`config.mk`:
```
export PLATFORM = sky130hd
export DESIGN_NAME = cn_mod_counter_flat
export DESIGN_NICKNAME = d
export VERILOG_FILES = /design/src/rtl/cn_mod_counter_pkg.sv /design/src/rtl/cn_mod_counter_if.sv /design/src/rtl/cn_mod_counter_cell.sv /design/src/rtl/cn_mod_counter.sv /design/src/flat_wrapper.sv
export SDC_FILE = /design/constraint.sdc
export NUM_CORES = 1
export LEC_CHECK = 0
export ABC_AREA = 1
export BUFFER_PORTS_ARGS = -buffer_cell sky130_fd_sc_hd__buf_2
export CAP_MARGIN = 20
export CORE_AREA = 10 10 47 49
export DETAILED_ROUTE_END_ITERATION = 7
export DIE_AREA = 0 0 57 59
export PLACE_DENSITY = 0.71
export SLEW_MARGIN = 20
export SYNTH_ARGS = -nofsm -noshare
export SYNTH_HDL_FRONTEND = slang
export SYNTH_SLANG_ARGS = --single-unit
```
`constraint.sdc`:
```
create_clock -name clk -period 2.3 [get_ports clk]
set_input_delay 0.115 -clock clk [delete_from_list [all_inputs] [get_ports clk]]
set_output_delay 0.115 -clock clk [all_outputs]
set_load 0.05 [all_outputs]
```
`src/rtl/cn_mod_counter_pkg.sv`:
```
// Shared definitions for the CN-cell modulo counter: per-bit command encoding,
// default geometry and the load-difference steering helper.
package cn_mod_counter_pkg;

  typedef struct packed {
    logic n;
    logic c;
  } cn_cmd_t;

  localparam cn_cmd_t CN_HOLD = '{n: 1'b0, c: 1'b0};
  localparam cn_cmd_t CN_SET  = '{n: 1'b1, c: 1'b1};
  localparam cn_cmd_t CN_CLR  = '{n: 1'b1, c: 1'b0};

  localparam int W_DEF   = 4;
  localparam int MOD_DEF = 10;

  // Command that moves one CN bit from cur to tgt in a single edge.
  function automatic cn_cmd_t cn_steer(input logic cur, input logic tgt);
    if (cur == tgt) return CN_HOLD;
    return tgt ? CN_SET : CN_CLR;
  endfunction

endpackage

```
`src/rtl/cn_mod_counter_if.sv`:
```
// Control/status bundle of the CN modulo counter; master drives controls,
// slave (the counter) returns count, complement and flags.
interface cn_mod_counter_if
  import cn_mod_counter_pkg::*;
#(
  parameter int W = W_DEF
);

  logic         en;
  logic         up;
  logic         clr;
  logic         load;
  logic [W-1:0] din;
  logic [W-1:0] q;
  logic [W-1:0] qbar;
  logic         tc;
  logic         wrapped;

  modport master (
    output en, up, clr, load, din,
    input  q, qbar, tc, wrapped
  );

  modport slave (
    input  en, up, clr, load, din,
    output q, qbar, tc, wrapped
  );

endinterface

```
`src/rtl/cn_mod_counter_cell.sv`:
```
// Single CN-semantic storage bit: n=0 holds, n=1 loads c from 0 and
// clears from 1. Synchronous active-high reset pin.
module cn_cell (
  input  logic clk,
  input  logic reset,
  input  logic c,
  input  logic n,
  output logic q,
  output logic qbar
);

  always_ff @(posedge clk) begin
    if (reset) begin
      q <= 1'b0;
    end else if (n) begin
      q <= q ? 1'b0 : c;
    end
  end

  assign qbar = ~q;

endmodule

```
`src/rtl/cn_mod_counter.sv`:
```
// Modulo-MOD up/down counter built from W CN cells; every count change is
// expressed as per-bit CN commands generated from the controls and current q.
module cn_mod_counter
  import cn_mod_counter_pkg::*;
#(
  parameter int W   = W_DEF,
  parameter int MOD = MOD_DEF
) (
  input  logic              clk,
  input  logic              reset,
  cn_mod_counter_if.slave   bus
);

  localparam logic [W:0]   MOD_EXT = (W+1)'(MOD);
  localparam logic [W-1:0] Q_MAX   = W'(MOD - 1);

  logic [W-1:0] q_bits;
  logic [W-1:0] qbar_bits;
  logic [W-1:0] load_tgt;
  logic [W-1:0] down_tgt;
  logic         at_top;
  logic         at_bot;
  logic         wrap_set;
  logic         wrapped_r;
  cn_cmd_t      cmd [W];

  assign load_tgt = ({1'b0, bus.din} >= MOD_EXT) ? Q_MAX : bus.din;
  assign down_tgt = Q_MAX;

  // Out-of-range counts (only reachable by X-injection) wrap like the top value.
  assign at_top = (q_bits == Q_MAX) || ({1'b0, q_bits} >= MOD_EXT);
  assign at_bot = (q_bits == '0);

  always_comb begin
    logic chain;
    for (int i = 0; i < W; i++) cmd[i] = CN_HOLD;
    wrap_set = 1'b0;
    chain    = 1'b1;
    if (bus.clr) begin
      for (int i = 0; i < W; i++) cmd[i] = CN_CLR;
    end else if (bus.load) begin
      for (int i = 0; i < W; i++) cmd[i] = cn_steer(q_bits[i], load_tgt[i]);
    end else if (bus.en) begin
      if (bus.up) begin
        if (at_top) begin
          for (int i = 0; i < W; i++) cmd[i] = CN_CLR;
          wrap_set = 1'b1;
        end else begin
          for (int i = 0; i < W; i++) begin
            cmd[i] = chain ? CN_SET : CN_HOLD;
            chain  = chain & q_bits[i];
          end
        end
      end else begin
        if (at_bot) begin
          for (int i = 0; i < W; i++) cmd[i] = cn_steer(q_bits[i], down_tgt[i]);
          wrap_set = 1'b1;
        end else begin
          // A bit toggles on decrement when every lower bit is 0 (borrow chain).
          for (int i = 0; i < W; i++) begin
            cmd[i] = chain ? CN_SET : CN_HOLD;
            chain  = chain & ~q_bits[i];
          end
        end
      end
    end
  end

  for (genvar gi = 0; gi < W; gi++) begin : g_bit
    cn_cell u_cell (
      .clk   (clk),
      .reset (reset),
      .c     (cmd[gi].c),
      .n     (cmd[gi].n),
      .q     (q_bits[gi]),
      .qbar  (qbar_bits[gi])
    );
  end

  always_ff @(posedge clk) begin
    if (reset) begin
      wrapped_r <= 1'b0;
    end else if (bus.clr) begin
      wrapped_r <= 1'b0;
    end else if (wrap_set) begin
      wrapped_r <= 1'b1;
    end
  end

  assign bus.q       = q_bits;
  assign bus.qbar    = qbar_bits;
  assign bus.wrapped = wrapped_r;
  assign bus.tc      = bus.en & ~bus.clr & ~bus.load &
                       (bus.up ? (q_bits == Q_MAX) : (q_bits == '0));

endmodule
```
`src/flat_wrapper.sv`:
```
// flat-port wrapper written by rule: the top's interface ports become plain ports
module cn_mod_counter_flat import cn_mod_counter_pkg::*;
#(
  parameter int W   = W_DEF,
  parameter int MOD = MOD_DEF
)
  (clk, reset, bus_en, bus_up, bus_clr, bus_load, bus_din, bus_q, bus_qbar, bus_tc, bus_wrapped);
  cn_mod_counter_if #(.W(W)) bus_i ();
  input  logic clk;
  input  logic reset;
  input wire logic [$bits(bus_i.en)-1:0] bus_en;
  input wire logic [$bits(bus_i.up)-1:0] bus_up;
  input wire logic [$bits(bus_i.clr)-1:0] bus_clr;
  input wire logic [$bits(bus_i.load)-1:0] bus_load;
  input wire logic [$bits(bus_i.din)-1:0] bus_din;
  output wire logic [$bits(bus_i.q)-1:0] bus_q;
  output wire logic [$bits(bus_i.qbar)-1:0] bus_qbar;
  output wire logic [$bits(bus_i.tc)-1:0] bus_tc;
  output wire logic [$bits(bus_i.wrapped)-1:0] bus_wrapped;
  assign bus_i.en = bus_en;
  assign bus_i.up = bus_up;
  assign bus_i.clr = bus_clr;
  assign bus_i.load = bus_load;
  assign bus_i.din = bus_din;
  assign bus_q = bus_i.q;
  assign bus_qbar = bus_i.qbar;
  assign bus_tc = bus_i.tc;
  assign bus_wrapped = bus_i.wrapped;
  cn_mod_counter #(.W(W), .MOD(MOD)) u_core (.clk(clk), .reset(reset), .bus(bus_i));
endmodule
```
==> results_dict.tcl <==
set metrics [dict create \
    io_pins 20 \
    worstSetupPathType "register to primary output" \
    nNetsFinal 130 \
    firstDrtPassIters 4 \
    path_clk_slew_ps 50 \
    max_cap_viol_count 0 \
    total_power_uw 286.7 \
    die_w_um 57 \
    grt_usage_pct 8.989 \
    cts_tree "yes" \
    pre_cts_ws_ps 760.1 \
    timing.final.crit_period_ps 1669 \
    place_congestion 0.8860 \
    power_density_nw_per_um2 440.6 \
    drc 0 \
    synth.most_common_cell "nand2_1" \
    row_count 14 \
    ir_drop_mv 0.2393 \
    cts.sinks 5 \
    cts.repair.resized 0 \
    drtIter0Drc 14 \
    synth.top_cells.by_count "33 x nand2_1, 12 x nor2_1, 8 x buf_4, 8 x inv_1, 6 x nand3_1" \
    cts_made_buffers 3 \
    synth_edf_count 0 \
    cp.required_ps 2180 \
    ys_ff_latch 5 \
    h-tree-depth 1 \
    synthFlopType "dfxtp_1" \
    min_path_type "primary input to register" \
    portBuffers 19 \
    r2r_slack_ps 770 \
    hold_buffers 0 \
    crit_start "u_core.g_bit[3].u_cell.q" \
    syn-num-nets 114 \
    coreArea_um2 1401 \
    placedInstanceArea_um2 624.3 \
    crit_path_end "bus_tc" \
    slowest_stage "dfxtp_1" \
    postRouteWirelength_um 1529 \
    synth_cell_type_count 19 \
    synth_area_um2 569.3 \
    grt_max_degree 9 \
    synth.top_cell.area_share_pct 21.76 \
    dp.final_hpwl_um 1259 \
    grt_setup_unrepaired "no" \
    setup_viol 0 \
    clk_latency_ps 250 \
    antenna_cells 0 \
    layout.cells.non_filler 131 \
    yosys-top-cells-area "nand2_1 22%, dfxtp_1 18%, buf_4 11%" \
    run_status "finished, final reports clean" \
    worstPathCellList "inv_2 -> nor3_1 -> nand3_1 -> a21boi_0 -> buf_2" \
    max_stage_delay_ps 480 \
    start_util_pct 40.63 \
    syn_to_final_growth_pct 14.29 \
    grt-ovfl-total 0 \
    yosysTopAreaCell "nand2_1" \
    clock_skew_ps 10.98 \
    reg2reg_from "u_core.g_bit[2].u_cell.q" \
    antenna_found_initial 0 \
    chipHeight_um 59 \
    syn-mean-instance-area_um2 5.693 \
    slew_headroom_pct 73.90 \
    place_inst 127 \
    fin_area_um2 650.6 \
    period_share_pct 72.56 \
    syn-instance-count 100 \
    post_route_cells_drive_above_1_share_pct 27.83 \
    async_reset_ff_share_pct 0 \
    endpoint_kind "primary output" \
    ant_nets 0 \
    hold_viol_final 0 \
    worstSetupStartpointType "register" \
    first_global_vias 571 \
    fin_tns_setup_ps 0 \
    p_leak_nw 0.3560 \
    vias 628 \
    setup_slack_ps 631.2 \
    cts_setup_buffers 0 \
    grt_first_pass_wirelength_um 2352 \
    worst_slew_pin_slew_ps 390.1 \
    via_per_inst 4.794 \
    dieArea_um2 3363 \
    clk_path_buf_depth 2 \
    cp_max_fo 8 \
    cts-root-buf "clkbuf_4" \
    arrival_ps 1550 \
    rr_worst_depth 7 \
    ys_warn_count 0 \
    max_freq_ghz 0.5992 \
    r2r_end "u_core.g_bit[2].u_cell.q" \
    final_max_slew_viol_count 0 \
    ys_seq_area_share_pct 17.58 \
    post_drt_wl_per_cell_um 11.67 \
]
-- kinds of logic after synthesis --
logic type                 synth area share (%)
and+or+nand+nor                           43.30
adders and majority gates                 8.792
AOI/OAI and AO/OA                         11.87
DFF                                       17.58
buffers and inverters                     18.46
-- final cells by class --
class | count | area, um2
multi-input cells | 75 | 364.1
inverters | 12 | 45.04
repair buffers | 19 | 95.09
well taps | 16 | 20.02
flip-flops and latches | 5 | 100.1
clock buffers | 4 | 26.28
fillers | 147 | 750.7
-- worst min path at each step --
stage / start / end / slack, ps / depth (start not counted)
final: reset / u_core.bus.wrapped / 50 / 2
after global routing: reset / u_core.bus.wrapped / 40 / 2
after CTS: reset / u_core.bus.wrapped / 50 / 2
after detailed placement: reset / u_core.bus.wrapped / 300 / 2
after global placement: reset / u_core.bus.wrapped / 300 / 2
after floorplan: reset / u_core.bus.wrapped / 190 / 1
-- stage by stage --
step	hold slack [ps]	utilization, %
final	45.39	46.43
after global placement	297.0	44.55
after CTS	45.67	46.43
after floorplan	191.8	-
after detailed placement	298.6	44.55
after global routing	40.87	46.43
-- state kept, by name (all words and copies together) (netlist names) --
| register | count |
|---|---|
| u_core.bus.wrapped | 1 |
| u_core.g_bit.u_cell.q | 4 |
-- per-layer routing --
layer | part of all wire (%) | up-vias | GRT usage (%)
li1 | - | 340 | -
met1 | 45 | 271 | 8.551
met2 | 49 | 13 | 15.50
met3 | 4.4 | 4 | 3.863
met4 | 2.0 | 0 | 6.040
met5 | 0 | - | 0
-- where the power goes --
group / total, mW / internal (mW) / switching, mW / leakage [nW]
sequential: 0.0934 / 0.0892 / 0.00423 / 0.0405
combinational: 0.0856 / 0.0283 / 0.0573 / 0.300
clock: 0.108 / 0.0660 / 0.0417 / 0.0150
total: 0.287 / 0.183 / 0.103 / 0.356
-- critical path, delay by kind of cell, from the launching register on --
family          cells  cell delay, ps
flops               1             480
buf+inv             2             380
simple gates        2             290
compound gates      1             150
-- placed cells by master, fill, tap and decap left out --
cell      instances
nand2_1          33
o21ai_1           3
ha_1              4
clkbuf_4          3
a21oi_1           4
nor2_2            1
a31oi_1           1
o21ai_0           2
nand2_2           2
a21oi_2           1
buf_2            19
a21boi_0          1
inv_1             8
inv_2             4
clkbuf_1          1
nor3_1            2
or2_1             1
or2_2             2
nor2_1           12
dfxtp_1           5
nand3_1           6
(Power assumes the default switching activity.)
